--- config.mk ---
export PLATFORM = sky130hd
export DESIGN_NAME = mips16_muldiv_ctrl_flat
export DESIGN_NICKNAME = d
export VERILOG_FILES = /design/src/rtl/mips16_muldiv_ctrl_pkg.sv /design/src/rtl/mips16_muldiv_ctrl_if.sv /design/src/rtl/mips16_muldiv_step.sv /design/src/rtl/mips16_muldiv_ctrl.sv /design/src/flat_wrapper.sv
export SDC_FILE = /design/constraint.sdc
export NUM_CORES = 1
export LEC_CHECK = 0
export CAP_MARGIN = 20
export CELL_PAD_IN_SITES_DETAIL_PLACEMENT = 0
export CELL_PAD_IN_SITES_GLOBAL_PLACEMENT = 1
export CORE_MARGIN = 2
export CORE_UTILIZATION = 40
export CTS_BUF_LIST = sky130_fd_sc_hd__clkbuf_2 sky130_fd_sc_hd__clkbuf_4 sky130_fd_sc_hd__clkbuf_8
export DETAILED_ROUTE_END_ITERATION = 10
export GPL_TIMING_DRIVEN = 1
export HOLD_SLACK_MARGIN = 0.12
export PLACE_DENSITY_LB_ADDON = 0.1
export SYNTH_ARGS = -nofsm -noshare
export SYNTH_HDL_FRONTEND = slang
export SYNTH_SLANG_ARGS = --single-unit
--- constraint.sdc ---
create_clock -name clock -period 4.85 [get_ports clock]
set_clock_uncertainty 0.05 [all_clocks]
set_input_delay 0.97 -clock clock [delete_from_list [all_inputs] [get_ports clock]]
set_output_delay 0.97 -clock clock [all_outputs]
set_load 0.02 [all_outputs]
--- src/rtl/mips16_muldiv_ctrl_pkg.sv ---
// Shared definitions for the mips16 multiply/divide sequencer: width, op codes, FSM states.
package mips16_pkg;

  localparam int unsigned WIDTH = 16;

  localparam logic [1:0] OP_MULT  = 2'b00;
  localparam logic [1:0] OP_MULTU = 2'b01;
  localparam logic [1:0] OP_DIV   = 2'b10;
  localparam logic [1:0] OP_DIVU  = 2'b11;

  typedef enum logic [2:0] {
    StIdle,
    StPrep,
    StIter,
    StFix,
    StDone
  } muldiv_state_t;

  localparam logic [WIDTH-1:0] DIV0_QUOT = '1;

  function automatic logic op_is_div(logic [1:0] op);
    return op[1];
  endfunction

  function automatic logic op_is_signed(logic [1:0] op);
    return ~op[0];
  endfunction

endpackage

--- src/rtl/mips16_muldiv_ctrl_if.sv ---
// Decoder-side request, HI/LO access and status signals of the multiply/divide sequencer.
interface mips16_muldiv_ctrl_if;
  import mips16_pkg::*;

  logic             start;
  logic [1:0]       op;
  logic [WIDTH-1:0] a;
  logic [WIDTH-1:0] b;
  logic [1:0]       hi_lo_we;
  logic [WIDTH-1:0] wr_data;
  logic             hi_lo_sl;
  logic [WIDTH-1:0] read_data;
  logic             instr_stall_sl;
  logic             ready;
  logic             busy;
  logic             div_by_zero;

  modport master (
    output start, op, a, b, hi_lo_we, wr_data, hi_lo_sl,
    input  read_data, instr_stall_sl, ready, busy, div_by_zero
  );

  modport slave (
    input  start, op, a, b, hi_lo_we, wr_data, hi_lo_sl,
    output read_data, instr_stall_sl, ready, busy, div_by_zero
  );

endinterface

--- src/rtl/mips16_muldiv_step.sv ---
// One combinational iteration: shift-add multiply on {acc, mplier} or restoring divide on
// {rem, quot}.
module mips16_muldiv_step
  import mips16_pkg::*;
(
  input  logic [2*WIDTH-1:0] work_i,
  input  logic [WIDTH-1:0]   operand_i,
  input  logic               div_i,
  output logic [2*WIDTH-1:0] work_o
);

  logic [WIDTH:0] sum;
  logic [WIDTH:0] trial;

  always_comb begin
    sum    = {1'b0, work_i[2*WIDTH-1:WIDTH]} + (work_i[0] ? {1'b0, operand_i} : '0);
    // Shifted remainder can need WIDTH+1 bits; bit WIDTH of the difference is the borrow.
    trial  = work_i[2*WIDTH-1:WIDTH-1] - {1'b0, operand_i};
    work_o = {sum, work_i[WIDTH-1:1]};
    if (div_i) begin
      if (!trial[WIDTH]) begin
        work_o = {trial[WIDTH-1:0], work_i[WIDTH-2:0], 1'b1};
      end else begin
        work_o = {work_i[2*WIDTH-2:0], 1'b0};
      end
    end
  end

endmodule

--- src/rtl/mips16_muldiv_ctrl.sv ---
// Iterative mult/multu/div/divu sequencer owning HI/LO; stalls fetch while an op is in flight.
module mips16_muldiv_ctrl
  import mips16_pkg::*;
(
  input  logic                 clock,
  input  logic                 reset_n,
  mips16_muldiv_ctrl_if.slave  bus
);

  localparam int unsigned CntW = $clog2(WIDTH);

  muldiv_state_t      state_q, state_d;
  logic [CntW-1:0]    cnt_q, cnt_d;
  logic [1:0]         op_q, op_d;
  logic [WIDTH-1:0]   a_q, a_d, b_q, b_d;
  logic [WIDTH-1:0]   opnd_q, opnd_d;
  logic [WIDTH-1:0]   hi_q, hi_d, lo_q, lo_d;
  logic [2*WIDTH-1:0] work_q, work_d, step_work;
  logic               neg_q, neg_d, rneg_q, rneg_d, dz_q, dz_d;

  logic               a_neg, b_neg;
  logic [WIDTH-1:0]   a_mag, b_mag, quot_fix, rem_fix;
  logic [2*WIDTH-1:0] prod_fix;

  mips16_muldiv_step u_step (
    .work_i    (work_q),
    .operand_i (opnd_q),
    .div_i     (op_is_div(op_q)),
    .work_o    (step_work)
  );

  always_comb begin
    a_neg    = op_is_signed(op_q) & a_q[WIDTH-1];
    b_neg    = op_is_signed(op_q) & b_q[WIDTH-1];
    a_mag    = a_neg ? -a_q : a_q;
    b_mag    = b_neg ? -b_q : b_q;
    prod_fix = neg_q ? -work_q : work_q;
    quot_fix = neg_q ? -work_q[WIDTH-1:0] : work_q[WIDTH-1:0];
    rem_fix  = rneg_q ? -work_q[2*WIDTH-1:WIDTH] : work_q[2*WIDTH-1:WIDTH];
  end

  always_comb begin
    state_d = state_q;
    cnt_d   = cnt_q;
    op_d    = op_q;
    a_d     = a_q;
    b_d     = b_q;
    opnd_d  = opnd_q;
    hi_d    = hi_q;
    lo_d    = lo_q;
    work_d  = work_q;
    neg_d   = neg_q;
    rneg_d  = rneg_q;
    dz_d    = dz_q;

    unique case (state_q)
      StIdle: begin
        if (bus.hi_lo_we[1]) hi_d = bus.wr_data;
        if (bus.hi_lo_we[0]) lo_d = bus.wr_data;
        if (bus.start) begin
          a_d     = bus.a;
          b_d     = bus.b;
          op_d    = bus.op;
          dz_d    = 1'b0;
          state_d = StPrep;
        end
      end
      StPrep: begin
        neg_d  = a_neg ^ b_neg;
        rneg_d = a_neg;
        cnt_d  = '0;
        if (op_is_div(op_q)) begin
          work_d = {{WIDTH{1'b0}}, a_mag};
          opnd_d = b_mag;
        end else begin
          work_d = {{WIDTH{1'b0}}, b_mag};
          opnd_d = a_mag;
        end
        if (op_is_div(op_q) && (b_q == '0)) begin
          dz_d    = 1'b1;
          lo_d    = DIV0_QUOT;
          hi_d    = a_q;
          state_d = StDone;
        end else begin
          state_d = StIter;
        end
      end
      StIter: begin
        work_d = step_work;
        cnt_d  = cnt_q + 1'b1;
        if (cnt_q == CntW'(WIDTH - 1)) state_d = StFix;
      end
      StFix: begin
        if (op_is_div(op_q)) begin
          lo_d = quot_fix;
          hi_d = rem_fix;
        end else begin
          {hi_d, lo_d} = prod_fix;
        end
        state_d = StDone;
      end
      StDone:  state_d = StIdle;
      default: state_d = StIdle;
    endcase
  end

  always_ff @(posedge clock or negedge reset_n) begin
    if (!reset_n) begin
      state_q <= StIdle;
      cnt_q   <= '0;
      op_q    <= OP_MULT;
      a_q     <= '0;
      b_q     <= '0;
      opnd_q  <= '0;
      hi_q    <= '0;
      lo_q    <= '0;
      work_q  <= '0;
      neg_q   <= 1'b0;
      rneg_q  <= 1'b0;
      dz_q    <= 1'b0;
    end else begin
      state_q <= state_d;
      cnt_q   <= cnt_d;
      op_q    <= op_d;
      a_q     <= a_d;
      b_q     <= b_d;
      opnd_q  <= opnd_d;
      hi_q    <= hi_d;
      lo_q    <= lo_d;
      work_q  <= work_d;
      neg_q   <= neg_d;
      rneg_q  <= rneg_d;
      dz_q    <= dz_d;
    end
  end

  assign bus.read_data      = bus.hi_lo_sl ? hi_q : lo_q;
  assign bus.ready          = (state_q == StDone);
  assign bus.busy           = (state_q != StIdle);
  assign bus.div_by_zero    = dz_q;
  // Combinational so the issuing instruction is held in the very cycle start is seen.
  assign bus.instr_stall_sl = ((state_q == StIdle) & bus.start) | (state_q == StPrep) |
                              (state_q == StIter) | (state_q == StFix);

endmodule
--- src/flat_wrapper.sv ---
// flat-port wrapper written by rule: the top's interface ports become plain ports
module mips16_muldiv_ctrl_flat import mips16_pkg::*;
  (clock, reset_n, bus_start, bus_op, bus_a, bus_b, bus_hi_lo_we, bus_wr_data, bus_hi_lo_sl, bus_read_data, bus_instr_stall_sl, bus_ready, bus_busy, bus_div_by_zero);
  mips16_muldiv_ctrl_if bus_i ();
  input  logic clock;
  input  logic reset_n;
  input wire logic [$bits(bus_i.start)-1:0] bus_start;
  input wire logic [$bits(bus_i.op)-1:0] bus_op;
  input wire logic [$bits(bus_i.a)-1:0] bus_a;
  input wire logic [$bits(bus_i.b)-1:0] bus_b;
  input wire logic [$bits(bus_i.hi_lo_we)-1:0] bus_hi_lo_we;
  input wire logic [$bits(bus_i.wr_data)-1:0] bus_wr_data;
  input wire logic [$bits(bus_i.hi_lo_sl)-1:0] bus_hi_lo_sl;
  output wire logic [$bits(bus_i.read_data)-1:0] bus_read_data;
  output wire logic [$bits(bus_i.instr_stall_sl)-1:0] bus_instr_stall_sl;
  output wire logic [$bits(bus_i.ready)-1:0] bus_ready;
  output wire logic [$bits(bus_i.busy)-1:0] bus_busy;
  output wire logic [$bits(bus_i.div_by_zero)-1:0] bus_div_by_zero;
  assign bus_i.start = bus_start;
  assign bus_i.op = bus_op;
  assign bus_i.a = bus_a;
  assign bus_i.b = bus_b;
  assign bus_i.hi_lo_we = bus_hi_lo_we;
  assign bus_i.wr_data = bus_wr_data;
  assign bus_i.hi_lo_sl = bus_hi_lo_sl;
  assign bus_read_data = bus_i.read_data;
  assign bus_instr_stall_sl = bus_i.instr_stall_sl;
  assign bus_ready = bus_i.ready;
  assign bus_busy = bus_i.busy;
  assign bus_div_by_zero = bus_i.div_by_zero;
  mips16_muldiv_ctrl u_core (.clock(clock), .reset_n(reset_n), .bus(bus_i));
endmodule
==> flow_summary.ini <==
[critical_path]
worstSetupPathType = primary input to output port
crit_path_start_kind = primary input
crit_path_end_kind = output port
critPathMaxFanout = 17
required_ns = 3.83
r2r_cells = 12
cp.arrival_ns = 2.88

[cells_and_area]
layout_common_cells = dfrtp_1 (123), o21ai_0 (110), nand2_1 (101)
postLayoutCoreUtil = 0.472
insertedDiodeCount = 0
area_delta_synth_final_pct = 15.2
final_nets = 1184
layout_commonest_cell = dfrtp_1
final_layout_size_suffix_gt1_frac = 0.0999

[logic_synthesis]
synth_area_sq_mm = 0.00896
ys_types = 65
synth_top_family_by_area = compound AO/OA/AOI/OAI gates
yosys_warnings = 0
ys_ff_latch = 124
synth-seq-area-share = 0.346
synth-compound-area-share = 0.222
syn-num-nets = 1137
syn_inst = 1042
avgSynthCellArea_sq_um = 8.60
synth_edf_count = 0
synth_mux_area_frac = 0.0978
synth-main-ff-cell = dfrtp_1
async_flop_share = 1.00
synth_fa_ha_area_frac = 0.0561
synth_xor_area_frac = 0.0772
yosys.area_share.simple = 0.155

[clock_network]
cts_buffers = 17
clock-sinks = 124
clock_latency_ns = 0.46
cts_tree = built
htreeDepth = 4
cts_resized = 0
ctsLongestPathBuffers = 2
cts_root_buf = clkbuf_8
cts.clk_slew.worst_paths_ns = 0.08
cts_hold_buffers = 0
post_cts.repair.setup_buffers = 0

[routing]
wl_per_cell_microns = 20.3
drt_pass1_iterations = 5
via_count = 7926
drt_iter0_drc = 663
detail-route-antenna-nets = 0
routed_via_density = 5.74
wirelength_microns = 28000
drc_errors = 0

[floorplan]
initial_core_util = 0.410
dieArea_sq_mm = 0.0236
die_h_microns = 154
ios = 76
coreArea_sq_mm = 0.0219
fp.dieW_microns = 154
rows = 54

[sta]
worst_slew_pin_slew_ns = 0.974
rsz0062_at_grt = false
hold_viol = 0
fmax_mhz = 256
tns_ns = 0
fin_crit_sh = 0.805
report.final.slew_viol_count = 0
maxSlewHeadroom = 0.348
final-setup-viol-count = 0
period_needed_ns = 3.90

[grt]
grt_pass1_wl_microns = 44300
grt_pass1_vias = 7768
met3_usage = 0.0414
grt_max_degree = 58
grtUsageMet2 = 0.389
grt-ovfl-total = 0
gr-usage-met1 = 0.334
top_usage_layer = met2
grt_usage = 0.240
antenna_found_initial = 0

[power]
powerDensity_mw_per_mm2 = 786
peakVddDrop_v = 0.000303
p_leak_nw = 4.31

[hold_path]
hold_path_class = primary input to asynchronous set/reset pin

[placed_design]
place_congestion = 0.857
io_buffers = 75
hpwl_microns = 21100

[run]
maxCapViolations = 0

[run_status]
outcome = complete, no violations
==> critical path, cell delays in order <==
cell             delay, ns
clkdlybuf4s50_1       0.96
mux2_2                0.42
clkdlybuf4s50_1       0.54
==> where the power goes <==
group,switching [mW],internal (mW)
clock network,0.507,0.413
logic,2.93,2.08
registers,0.666,1.52
total,4.10,4.01
==> cell families after synthesis <==
kind of cell / Yosys count
buffers and inverters: 103
AO/OA/AOI/OAI: 315
flip-flops: 124
XOR/XNOR: 79
adder cells (fa/ha/maj): 39
AND/OR/NAND/NOR: 300
multiplexers: 82
==> metrics by stage <==
stage | std cells | instance area, sq um | power [mW] | worst slack [ns] | hold slack, ns
2_1_floorplan | 1042 | 8960 | 5.62 | 1.50 | 0.394
6_report | 1381 | 10300 | 8.11 | 0.946 | 0.419
3_3_place_gp | 1350 | 9950 | 7.17 | 0.963 | 0.412
4_1_cts | 1381 | 10300 | 8.12 | 0.928 | 0.442
3_5_place_dp | 1350 | 9950 | 7.19 | 0.922 | 0.422
5_1_grt | 1381 | 10300 | 8.76 | 0.757 | 0.447
==> final timing paths <==
path                                    from                end  slack (ns)
max in group asynchronous            reset_n     u_core.op_q[1]        3.37
min                                  reset_n  u_core.work_q[25]        0.42
max                             bus_hi_lo_sl   bus_read_data[8]        0.95
max reg2reg                u_core.work_q[15]  u_core.work_q[17]        0.99
min in group clock          u_core.opnd_q[6]   u_core.opnd_q[6]        0.43
min reg2reg                 u_core.opnd_q[6]   u_core.opnd_q[6]        0.43
==> cell type report <==
class	instances	area [sq um]
Inverter	40	150
Clock inverter	14	138
Clock buffer	17	234
Timing Repair Buffer	91	872
Multi-Input combinational cell	815	5480
Tap cell	280	350
Fill cell	2204	11600
Sequential cell	124	3100
==> synth_stat cells (5+ instances only) <==
cell / number / area share
dfrtp_1: 124 / 0.35
o21ai_0: 110 / 0.061
nand2_1: 101 / 0.042
nor2_1: 90 / 0.038
a21oi_1: 66 / 0.037
xnor2_1: 55 / 0.054
clkbuf_1: 53 / 0.022
mux2_2: 45 / 0.057
inv_1: 40 / 0.017
ha_1: 37 / 0.052
mux2i_1: 37 / 0.041
xor2_1: 24 / 0.023
nor3_1: 22 / 0.012
a211oi_1: 18 / 0.015
nand3_1: 16 / 0.0089
o22ai_1: 15 / 0.010
or3_1: 13 / 0.0091
a22oi_1: 12 / 0.010
o31ai_1: 12 / 0.010
o221ai_1: 11 / 0.011
nor2b_1: 10 / 0.0070
o211ai_1: 10 / 0.0084
a21o_1: 9 / 0.0075
o21a_1: 9 / 0.0075
nand2b_1: 8 / 0.0056
a221o_1: 7 / 0.0078
or4_1: 7 / 0.0059
a31oi_1: 6 / 0.0042
and2_1: 5 / 0.0035
nand4_1: 5 / 0.0035
nor4_1: 5 / 0.0035
==> sequential cells by signal (all words and copies together) (netlist names), 2 cells and up <==
name / count
u_core.lo_q: 16
u_core.a_q: 16
u_core.b_q: 16
u_core.hi_q: 16
u_core.work_q: 32
u_core.state_q: 3
u_core.opnd_q: 16
u_core.cnt_q: 4
u_core.op_q: 2
==> metal layers <==
| layer | vias to the layer above | routed length (microns) |
|---|---|---|
| met5 | - | 0 |
| met4 | 0 | 553 |
| met3 | 33 | 1390 |
| met2 | 195 | 13000 |
| met1 | 3830 | 13100 |
| li1 | 3868 | - |
(Power assumes the default switching activity.)
